$ cat config.mk
export PLATFORM = sky130hd
export DESIGN_NAME = fft_out_serializer
export DESIGN_NICKNAME = d
export VERILOG_FILES = /design/src/rtl/fft_out_serializer.sv
export SDC_FILE = /design/constraint.sdc
export NUM_CORES = 1
export LEC_CHECK = 0
export CAP_MARGIN = 10
export CORE_UTILIZATION = 45
export DETAILED_ROUTE_END_ITERATION = 7
export PLACE_DENSITY = 0.75
export SKIP_CTS_REPAIR_TIMING = 1
export SLEW_MARGIN = 20
export SYNTH_ARGS = -nofsm -noshare
export SYNTH_HDL_FRONTEND = slang
export SYNTH_SLANG_ARGS = --single-unit
export TNS_END_PERCENT = 30
$ cat constraint.sdc
create_clock -name clk -period 2.1 [get_ports clk]
set_input_delay 0.315 -clock clk [delete_from_list [all_inputs] [get_ports clk]]
set_output_delay 0.315 -clock clk [all_outputs]
set_load 0.02 [all_outputs]
$ cat src/rtl/fft_out_serializer.sv
// Captures the FFT result bus on a rising fft_finish and streams its N words over valid/ready.
// Optional build macro FFT_OUT_BITREV_EN emits words in bit-reversed bus order (natural bins).
module fft_out_serializer #(
  parameter int unsigned N   = 16,
  parameter int unsigned MSB = 16,
  localparam int unsigned W  = $clog2(N)
) (
  input  logic             clk,
  input  logic             rst,
  input  logic [MSB*N-1:0] fft_data,
  input  logic             fft_finish,
  output logic [MSB-1:0]   sample_out,
  output logic [W-1:0]     sample_idx,
  output logic             sample_valid,
  input  logic             sample_ready,
  output logic             sample_last,
  output logic             busy,
  output logic             overrun
);

  typedef enum logic {StIdle, StStream} state_e;

  state_e             state_q, state_d;
  logic               finish_q;
  logic [MSB*N-1:0]   frame_q, frame_d;
  logic [W-1:0]       pos_q, pos_d;
  logic [MSB-1:0]     out_q, out_d;
  logic [W-1:0]       idx_q, idx_d;
  logic               valid_q, valid_d;
  logic               overrun_q, overrun_d;

  logic               trigger;
  logic               handshake;
  logic               at_last;
  logic [W-1:0]       pos_next;
  logic [W-1:0]       idx_first;
  logic [W-1:0]       idx_next;

  function automatic logic [W-1:0] word_index(input logic [W-1:0] p);
    logic [W-1:0] r;
`ifdef FFT_OUT_BITREV_EN
    for (int i = 0; i < int'(W); i++) begin
      r[i] = p[int'(W) - 1 - i];
    end
`else
    r = p;
`endif
    return r;
  endfunction

  function automatic logic [MSB-1:0] word_at(input logic [MSB*N-1:0] bus, input logic [W-1:0] k);
    return bus[MSB*int'(k) +: MSB];
  endfunction

  assign trigger   = fft_finish & ~finish_q;
  assign handshake = valid_q & sample_ready;
  assign at_last   = (pos_q == W'(N - 1));
  assign pos_next  = pos_q + W'(1);
  assign idx_first = word_index('0);
  assign idx_next  = word_index(pos_next);

  always_comb begin
    state_d   = state_q;
    frame_d   = frame_q;
    pos_d     = pos_q;
    out_d     = out_q;
    idx_d     = idx_q;
    valid_d   = valid_q;
    overrun_d = 1'b0;

    unique case (state_q)
      StIdle: begin
        if (trigger) begin
          // Word 0 comes straight off the bus; the frame register is not loaded yet.
          frame_d = fft_data;
          pos_d   = '0;
          idx_d   = idx_first;
          out_d   = word_at(fft_data, idx_first);
          valid_d = 1'b1;
          state_d = StStream;
        end
      end
      StStream: begin
        if (handshake && !at_last) begin
          pos_d = pos_next;
          idx_d = idx_next;
          out_d = word_at(frame_q, idx_next);
        end else if (handshake && at_last) begin
          if (trigger) begin
            frame_d = fft_data;
            pos_d   = '0;
            idx_d   = idx_first;
            out_d   = word_at(fft_data, idx_first);
          end else begin
            valid_d = 1'b0;
            state_d = StIdle;
          end
        end
        // Any trigger not aligned with the final handshake drops the new frame.
        if (trigger && !(handshake && at_last)) begin
          overrun_d = 1'b1;
        end
      end
      default: state_d = StIdle;
    endcase
  end

  always_ff @(posedge clk) begin
    if (rst) begin
      state_q   <= StIdle;
      finish_q  <= 1'b0;
      frame_q   <= '0;
      pos_q     <= '0;
      out_q     <= '0;
      idx_q     <= '0;
      valid_q   <= 1'b0;
      overrun_q <= 1'b0;
    end else begin
      state_q   <= state_d;
      finish_q  <= fft_finish;
      frame_q   <= frame_d;
      pos_q     <= pos_d;
      out_q     <= out_d;
      idx_q     <= idx_d;
      valid_q   <= valid_d;
      overrun_q <= overrun_d;
    end
  end

  assign sample_out   = out_q;
  assign sample_idx   = idx_q;
  assign sample_valid = valid_q;
  assign sample_last  = valid_q & at_last;
  assign busy         = (state_q == StStream);
  assign overrun      = overrun_q;

endmodule
==> summary.md, run 1 <==
| Metric | Value |
|---|---|
| IO Pins | `284` |
| Main area contributors after synthesis | `dfxtp_1, nand3_1, a21oi_1` |
| Most frequent cells in the layout | `nand3_1, dfxtp_1, clkdlybuf4s50_1, a21oi_1, o21ai_0` |
| Starting Density | `0.4637` |
| Post-synth top area cell | `dfxtp_1` |
| Pwr/cell area | `around 770 nW/µm²` |
| First-pass GRT wire length | `between 60 and 70 mm` |
| Post-DP HPWL | `roughly 32 mm` |
| Final Hold Viols | `0` |
| Die area | `29700 µm²` |
| Via count | `12999` |
| Antenna Nets Post-Route | `0` |
| Clock transition at path regs | `0.06 ns` |
| Maximum VDD drop | `roughly 0.00052 V` |
| Fmax | `about 0.47 GHz` |
| Tot GR Track Use | `0.3006` |
| EDFF count, synth | `0` |
| Synth cell types | `33` |
| Die H | `about 170 µm` |
| Worst Setup Slack, final | `-0.04936 ns` |
| Num CTS Buffers | `30` |
| Post-Syn Instances | `1502` |
| Drt drc | `0` |
| Via-to-Cell Ratio | `slightly above 6` |
| Tightest Pin Transition | `1.043 ns` |
| Die X | `172.4 µm` |
| Iteration-0 DRC Markers | `roughly 1900` |
| Ys flop type | `dfxtp_1` |
| Period Utilization, post-route | `1.024` |
| Clk_lat worst skew | `0.55 ns` |
| Startpoint types | `register` |
| Vias in the first global route | `around 12000` |
| Slew HR | `0.3048` |
| Wire length per cell | `21.63 µm` |
| RSZ-0062 raised after global routing | `yes` |
| Reg-to-reg slack, setup | `-0.05 ns` |
| Largest net degree at the start of global routing | `97` |
| Most common cell after layout, fill and taps aside | `nand3_1` |
| Filler cell count | `2283` |
| Async SR Flop Fraction | `0` |
| Gr ovfl total | `0` |
| Row Count | `61` |
| Crit Path Class | `register to register` |
| Net Count, Synth | `1763` |
| Final Critical Period | `2.149 ns` |
| Max-cap violations | `0` |
| Sink Count | `284` |
| CP max stage delay | `0.35 ns` |
| Leak Pwr | `5.815 nW` |
| Status | `complete, but fails checks` |
| FF+latch count, synth | `approximately 280` |
| Slowest cell on the critical path | `mux4_2` |
| Post-Syn Area | `approximately 13000 µm²` |
| Worst Path Arrival | `roughly 2.6 ns` |
| Final WL | `46.00 mm` |
| Area of the core | `28160 µm²` |
| HP Class | `input pin to register` |
| Worst-case clock skew | `0.01323 ns` |
| Worst slack, placed | `-0.1497 ns` |
| Placed insts | `around 2100` |
| Slew Limit Fails | `0` |
| DRT Pass-1 Iters | `6` |
| Yosys top cell area share | `0.4354` |
| IO buf count | `283` |
| Max FO, Critical Path | `14` |
| Layout cells sized above 1 | `0.1110` |
| Final Util | `0.6333` |
| Nets | `between 1500 and 2000` |
| Critical-path cell list | `ha_4, buf_12, buf_4, mux2i_2, mux4_2, nand3_1, a32o_1` |
| Ys Warns | `0` |
| Placed standard-cell area | `16630 µm²` |
| CP required | `2.55 ns` |
| Failing checks | `setup timing` |
| Post-Layout Inst Area | `~18000 µm²` |
| Finished Layout Cells | `2127` |
| Sequential share of the synthesized area | `0.4354` |
| Area grow syn2layout | `36.57%` |
| H-tree depth | `1` |
| Avg Inst Size Synth | `8.694 µm²` |
| Clk root buf | `clkbuf_16` |
| Initial antenna violation count | `2` |
| CTS tree | `yes` |
| Setup Viol. Count Final | `6` |
| Sum of negative setup slack | `-0.1669 ns` |
| GPL Wtd Cong | `roughly 0.9` |
| Kind of end point of the critical path | `register` |
| Clock Tree Buf Depth | `3` |
-- metal layers --
layer  vias up  GRT usage  wire, µm
li1       5998          -         -
met4         0     0.1247      1771
met5         -          0         0
met1      6204     0.4001     18640
met2       700     0.4662     21130
met3        97    0.07210      4456
-- report_power, final --
| group | switching [W] | internal [W] | total, W |
|---|---|---|---|
| combinational | 0.00110 | 0.00106 | 0.00215 |
| clock | 0.00219 | 0.00340 | 0.00558 |
| sequential | 0.000205 | 0.00570 | 0.00591 |
| total | 0.00349 | 0.0102 | 0.0136 |
-- Yosys cell counts (all sizes together), types with 3 or more instances --
cell,count
o21ai,266
nand3,291
mux4,48
clkbuf,129
mux2i,80
a31oi,16
nor2b,3
buf,48
dfxtp,284
nand2,37
a21oi,266
a32o,16
-- flip-flops by register name, indices dropped and copies added (netlist names) --
name          cells
frame_q         256
sample_out       16
pos_q             4
sample_idx        4
busy              1
finish_q          1
overrun           1
sample_valid      1
-- logic make-up (layout without fill, tap and decap cells) --
| kind of cell | count (synthesis) | count (layout) | share of synthesized area |
|---|---|---|---|
| AO/OA/AOI/OAI | 567 | 567 | 0.2258 |
| AND/OR/NAND/NOR | 341 | 341 | 0.1289 |
| flip-flops | 284 | 284 | 0.4354 |
| buffers and inverters | 178 | 424 | 0.05797 |
| multiplexers | 128 | 128 | 0.1476 |
| XOR/XNOR | 3 | 3 | 0.003450 |
| adder cells (fa/ha/maj) | 1 | 1 | 0.0009580 |
| other | 0 | 1 | 0 |
-- critical path: cells and delay by family (launching register included) --
family | cells | cell delay, ns
multiplexers | 2 | 0.68
flip-flops | 1 | 0.34
adder cells (fa/ha/maj) | 1 | 0.33
buffers and inverters | 2 | 0.32
AO/OA/AOI/OAI | 1 | 0.26
AND/OR/NAND/NOR | 1 | 0.09
-- metrics by stage --
stage	total power, W	hold slack (ns)
final	0.01365	0.3264
after global routing	0.01405	0.3291
after CTS	0.01361	0.3169
after detailed placement	0.008098	0.4642
after global placement	0.008062	0.4566
after floorplan	0.006948	0.4127
-- final timing paths --
path / startpoint / endpoint / cells past startpoint
worst min-delay path: fft_data[16] / frame_q[16] / 3
worst min register to register: frame_q[210] / frame_q[210] / 2
worst max-delay path: pos_q[0] / sample_out[5] / 7
worst max register to register: pos_q[0] / sample_out[5] / 7
-- layout make-up --
cell class	instances	area, µm²	area share
Timing Repair Buffer	370	3871	0.2171
Antenna cell	1	2.502	0.0001403
Multi-Input combinational cell	1040	6759	0.3790
Clock buffer	46	892.1	0.05002
Sequential cell	284	5689	0.3190
Inverter	1	3.754	0.0002105
Tap cell	378	473.0	0.02652
Clock inverter	7	143.9	0.008068
Note: power is estimated with default switching activity, not from simulation.
==> inputs of run 2 (changes only) <==
--- a/config.mk
+++ b/config.mk
@@ -6,6 +6,7 @@
 export NUM_CORES = 1
 export LEC_CHECK = 0
 export CAP_MARGIN = 10
+export CORE_ASPECT_RATIO = 1.75
 export CORE_UTILIZATION = 45
 export DETAILED_ROUTE_END_ITERATION = 7
 export PLACE_DENSITY = 0.75
==> summary.md, run 2 (synthesis results as in run 1) <==
| Metric | Value |
|---|---|
| Status | `completed` |
| Initial antenna violation count | `2 (unchanged)` |
| HP Class | `input pin to register` |
| Setup Viol. Count Final | `0 (-6)` |
| Final WL | `49.38 mm (+7.4%)` |
| Most frequent cells in the layout | `nand3_1, dfxtp_1, clkdlybuf4s50_1, a21oi_1, o21ai_0` |
| Slew Limit Fails | `0 (unchanged)` |
| Worst-case clock skew | `0.01638 ns (+0.003143 ns)` |
| Largest Register | `frame_q` |
| RSZ-0062 raised after global routing | `yes` |
| Nets | `1980 (-0.40%)` |
| RR Startpoint | `pos_q[0]` |
| Sink Count | `284 (unchanged)` |
| WL met3 | `2.739 mm (-39%)` |
| Row Count | `82 (+34%)` |
| Kind of end point of the critical path | `register` |
| DRT Pass-1 Iters | `5 (-1)` |
| Most common cell after layout, fill and taps aside | `nand3_1` |
| Gr ovfl total | `0 (unchanged)` |
| Clock Tree Buf Depth | `3 (unchanged)` |
| Via count | `12991 (-0.062%)` |
| Fmax | `0.4770 GHz (+2.5%)` |
| First-pass GRT wire length | `70.76 mm (+3.8%)` |
| Clk root buf | `clkbuf_16` |
| Max reg flops | `256 (unchanged)` |
| Startpoint types | `register` |
| Leak Pwr | `5.754 nW (-1.1%)` |
| Max FO, Critical Path | `9 (-5)` |
| Final Critical Period | `2.096 ns (-0.05303 ns)` |
| H-tree depth | `1 (unchanged)` |
| Hold Path Sink | `frame_q[49]` |
| Pwr/cell area | `744.6 nW/µm² (-2.7%)` |
| Clock transition at path regs | `0.07 ns (about the same)` |
| CP required | `2.52 ns (-0.03 ns)` |
| Layout cells sized above 1 | `0.1031 (-0.007933)` |
| IO Pins | `284 (unchanged)` |
| Die X | `130.8 µm (-24%)` |
| Final Util | `0.6171 (-0.01611)` |
| Placed insts | `2061 (-0.29%)` |
| Maximum VDD drop | `0.0006368 V (+23%)` |
| Slew HR | `0.4606 (+0.1559)` |
| Wire length per cell | `23.33 µm (+7.9%)` |
| Die area | `29730 µm² (about the same)` |
| Drt drc | `0 (unchanged)` |
| Vias in the first global route | `12244 (-0.12%)` |
| Max-cap violations | `0 (unchanged)` |
| Iteration-0 DRC Markers | `1461 (-23%)` |
| Filler cell count | `2409 (+5.5%)` |
| Post-DP HPWL | `35.63 mm (+10%)` |
| IO buf count | `283 (unchanged)` |
| Antenna Nets Post-Route | `0 (unchanged)` |
| Area of the core | `28630 µm² (+1.6%)` |
| Via-to-Cell Ratio | `6.137 (+0.41%)` |
| Starting Density | `0.4562 (-0.007479)` |
| Largest net degree at the start of global routing | `101 (+4.1%)` |
| R2r endpoint | `sample_out[1]` |
| CTS tree | `yes` |
| Highest Signal Layer | `met4` |
| Reg-to-reg slack, setup | `0.004 ns (+0.05 ns)` |
| Area grow syn2layout | `35.28%` |
| Worst Path Arrival | `2.52 ns (-0.07 ns)` |
| Clk_lat worst skew | `0.54 ns (about the same)` |
| Num CTS Buffers | `26 (-13%)` |
| Crit Path Class | `register to register` |
| Routed wl met2 | `25.73 mm (+22%)` |
| Final Hold Viols | `0 (unchanged)` |
| GPL Wtd Cong | `1.007 (+11%)` |
| Post-Layout Inst Area | `17670 µm² (-0.95%)` |
| Tightest Pin Transition | `0.8091 ns (-0.2338 ns)` |
| Tot GR Track Use | `0.3241 (+0.02345)` |
| Pwr Total | `0.01315 W (-3.6%)` |
| Hold Slack | `0.1747 ns (-0.1517 ns)` |
| Worst r2r path cells | `6 (-1)` |
| Period Utilization, post-route | `0.9983 (-0.02525)` |
| Hold Startpoint | `rst` |
| Placed standard-cell area | `16610 µm² (-0.12%)` |
| DRT met1 WL | `16.59 mm (-11%)` |
| Finished Layout Cells | `2117 (-0.47%)` |
| Multi-input logic area | `6690 µm² (-1.0%)` |
| Die H | `227.4 µm (+32%)` |
| Sequential Area | `5688 µm² (about the same)` |
| Hold Path Depth | `2 (-1)` |
[run 2: worst max path at each step]
stage          startpoint             end  slack (ns)  cells past startpoint
3_5_place_dp     pos_q[0]  sample_out[15]       -0.08                      7
6_report         pos_q[0]   sample_out[1]       0.004                      6
3_3_place_gp     pos_q[0]  sample_out[15]       -0.09                      7
5_1_grt          pos_q[0]   sample_out[3]       -0.05                      8
2_1_floorplan    pos_q[1]  sample_out[11]       0.007                      9
4_1_cts          pos_q[0]     sample_last       -0.27                      4
[run 2: per-stage QoR]
stage / TNS (ns) / setup WS [ns]
global placement: -0.1165 / -0.08824
floorplan: 0 / 0.007420
finish: 0 / 0.003669
detailed placement: -0.1256 / -0.07667
global route: -0.2527 / -0.04691
CTS: -0.4816 / -0.2654
[run 2: power by group]
group | internal [W] | switching [W]
Clock | 0.00299 | 0.00209
Combinational | 0.00104 | 0.00107
Sequential | 0.00570 | 0.000268
Total | 0.00973 | 0.00342
[run 2: critical path: stages, from the launching register on]
cell	delay, ns
dfxtp_2	0.35
ha_4	0.35
buf_12	0.17
mux4_2	0.55
mux2i_1	0.20
nand3_1	0.12
a32o_1	0.23
[run 2: final cells by class]
type / count / area share
inverters: 1 / 0.0002125
flip-flops and latches: 284 / 0.3220
repair buffers: 366 / 0.2201
multi-input cells: 1040 / 0.3787
clock inverters: 8 / 0.006799
diodes: 2 / 0.0002833
clock buffers: 38 / 0.04512
well taps: 378 / 0.02677
[run 2: routing by layer]
metal  up-vias  global-route usage
li1       5973                   -
met1      6194              0.3373
met2       641              0.5772
met3       183             0.04301
met4         0              0.2544
met5         -                   0
==> inputs of run 3 (changes only) <==
--- a/config.mk
+++ b/config.mk
@@ -9,6 +9,7 @@
 export CORE_ASPECT_RATIO = 1.75
 export CORE_UTILIZATION = 45
 export DETAILED_ROUTE_END_ITERATION = 7
+export MAX_ROUTING_LAYER = met4
 export PLACE_DENSITY = 0.75
 export SKIP_CTS_REPAIR_TIMING = 1
 export SLEW_MARGIN = 20
==> summary.md, run 3 (synthesis results as in run 1) <==
| Metric | Value |
|---|---|
| Status | `complete, but fails checks` |
| Failing checks | `setup timing` |
| Clock transition at path regs | `0.07 ns (about the same)` |
| Layout cells sized above 1 | `0.1127 (+0.009649)` |
| Setup Viol. Count Final | `11 (+11)` |
| Leak Pwr | `5.829 nW (+1.3%)` |
| Crit Path Class | `register to register` |
| Largest net degree at the start of global routing | `171 (+69%)` |
| Worst Setup Slack, final | `-0.04980 ns (-0.05347 ns)` |
| Maximum VDD drop | `0.0005603 V (-12%)` |
| Initial antenna violation count | `1 (-1)` |
| Antenna Nets Post-Route | `0 (unchanged)` |
| Finished Layout Cells | `2128 (+0.52%)` |
| Area grow syn2layout | `36.38%` |
| IO buf count | `283 (unchanged)` |
| Worst slack, placed | `-0.2108 ns (-0.1341 ns)` |
| Area of the core | `28630 µm² (unchanged)` |
| Starting Density | `0.4562 (unchanged)` |
| Slew HR | `0.4494 (-0.01127)` |
| Tightest Pin Transition | `0.8260 ns (+0.01691 ns)` |
| Die area | `29730 µm² (unchanged)` |
| Worst Path Arrival | `2.58 ns (+0.06 ns)` |
| Clock Tree Buf Depth | `3 (unchanged)` |
| HP Class | `input pin to register` |
| Drt drc | `0 (unchanged)` |
| CP required | `2.53 ns (about the same)` |
| Vias in the first global route | `12318 (+0.60%)` |
| Hold Startpoint | `rst` |
| Die H | `227.4 µm (unchanged)` |
| Row Count | `82 (unchanged)` |
| Max-cap violations | `0 (unchanged)` |
| Tot GR Track Use | `0.3262 (+0.002155)` |
| Clk root buf | `clkbuf_16` |
| Max FO, Critical Path | `6 (-3)` |
| IO Pins | `284 (unchanged)` |
| Iteration-0 DRC Markers | `1228 (-16%)` |
| Gr ovfl total | `0 (unchanged)` |
| Startpoint types | `register` |
| Worst-case clock skew | `0.01270 ns (-0.003674 ns)` |
| Via count | `12917 (-0.57%)` |
| Period Utilization, post-route | `1.024 (+0.02546)` |
| Wire length per cell | `22.86 µm (-2.0%)` |
| Fmax | `0.4652 GHz (-2.5%)` |
| Sequential Area | `5689 µm² (about the same)` |
| Post-DP HPWL | `34.72 mm (-2.5%)` |
| Placed insts | `2063 (+0.097%)` |
| Final WL | `48.65 mm (-1.5%)` |
| Nets | `1989 (+0.45%)` |
| RSZ-0062 raised after global routing | `yes` |
| Die X | `130.8 µm (unchanged)` |
| Multi-input logic area | `6715 µm² (+0.37%)` |
| Largest Register | `frame_q` |
| Filler cell count | `2408 (-0.042%)` |
| Clk_lat worst skew | `0.54 ns (about the same)` |
| Most frequent cells in the layout | `nand3_1, dfxtp_1, clkdlybuf4s50_1, a21oi_1, o21ai_0` |
| GPL Wtd Cong | `0.9831 (-2.4%)` |
| Final Critical Period | `2.150 ns (+0.05347 ns)` |
| First-pass GRT wire length | `69.59 mm (-1.6%)` |
| Via-to-Cell Ratio | `6.070 (-1.1%)` |
| Final Hold Viols | `0 (unchanged)` |
| DRT Pass-1 Iters | `5 (unchanged)` |
| Most common cell after layout, fill and taps aside | `nand3_1` |
| CTS tree | `yes` |
| Kind of end point of the critical path | `register` |
| H-tree depth | `1 (unchanged)` |
| Max reg flops | `256 (unchanged)` |
| Slew Limit Fails | `0 (unchanged)` |
| Num CTS Buffers | `26 (unchanged)` |
| Critical Path Source | `pos_q[0]` |
| RR Startpoint | `pos_q[0]` |
| Sink Count | `284 (unchanged)` |
| Pwr/cell area | `741.6 nW/µm² (-0.40%)` |
run 3: changes by cell type in the layout (fill, tap and decap cells not counted), sizes merged:
| cell | change |
|---|---|
| clkinv | +2 |
| clkinvlp | -1 |
| inv | +1 |
| clkbuf | +4 |
| buf | +5 |
run 3: final cells by class:
class	instances	share of cell area
Tap cell	378	0.02656
Clock buffer	38	0.04475
Clock inverter	10	0.007587
Antenna cell	2	0.0002810
Inverter	1	0.0002108
Multi-Input combinational cell	1040	0.3771
Sequential cell	284	0.3194
Timing Repair Buffer	375	0.2241
run 3: layer usage:
layer  global-route usage  part of all wire  vias to the layer above
li1                     -                 -                     5994
met1               0.3284              0.34                     6097
met2               0.5598              0.51                      617
met3              0.04230             0.057                      209
met4               0.2614             0.092                        0
met5                    -                 0                        -
run 3: critical path, stage by stage (launching register included):
cell,delay [ns]
dfxtp_2,0.35
ha_4,0.32
buf_12,0.13
clkbuf_16,0.15
mux4_2,0.55
mux2i_1,0.20
nand3_1,0.11
a32o_1,0.22
run 3: power by group:
group          switching [W]  leakage [nW]  total (W)  internal [W]
sequential          0.000257          2.33    0.00595       0.00570
clock                0.00212         0.461    0.00513       0.00301
combinational        0.00107          3.04    0.00212       0.00105
total                0.00345          5.83     0.0132       0.00975
run 3: stage by stage:
step | power (W) | utilization | hold slack (ns) | TNS, ns | area [µm²]
3_3_place_gp | 0.008074 | 0.5787 | 0.4568 | -0.2920 | 16570
5_1_grt | 0.01360 | 0.6221 | 0.3213 | -0.8596 | 17810
2_1_floorplan | 0.006948 | - | 0.4127 | 0 | 13060
4_1_cts | 0.01314 | 0.6113 | 0.3098 | -0.8924 | 17500
3_5_place_dp | 0.008105 | 0.5787 | 0.4663 | -0.5524 | 16570
6_report | 0.01321 | 0.6222 | 0.3196 | -0.2450 | 17810
run 3: worst paths after layout:
kind	end	slack [ns]	cells after the start
min reg2reg	frame_q[142]	0.48	2
max	sample_out[1]	-0.05	7
min	frame_q[213]	0.32	3
max reg2reg	sample_out[1]	-0.05	7
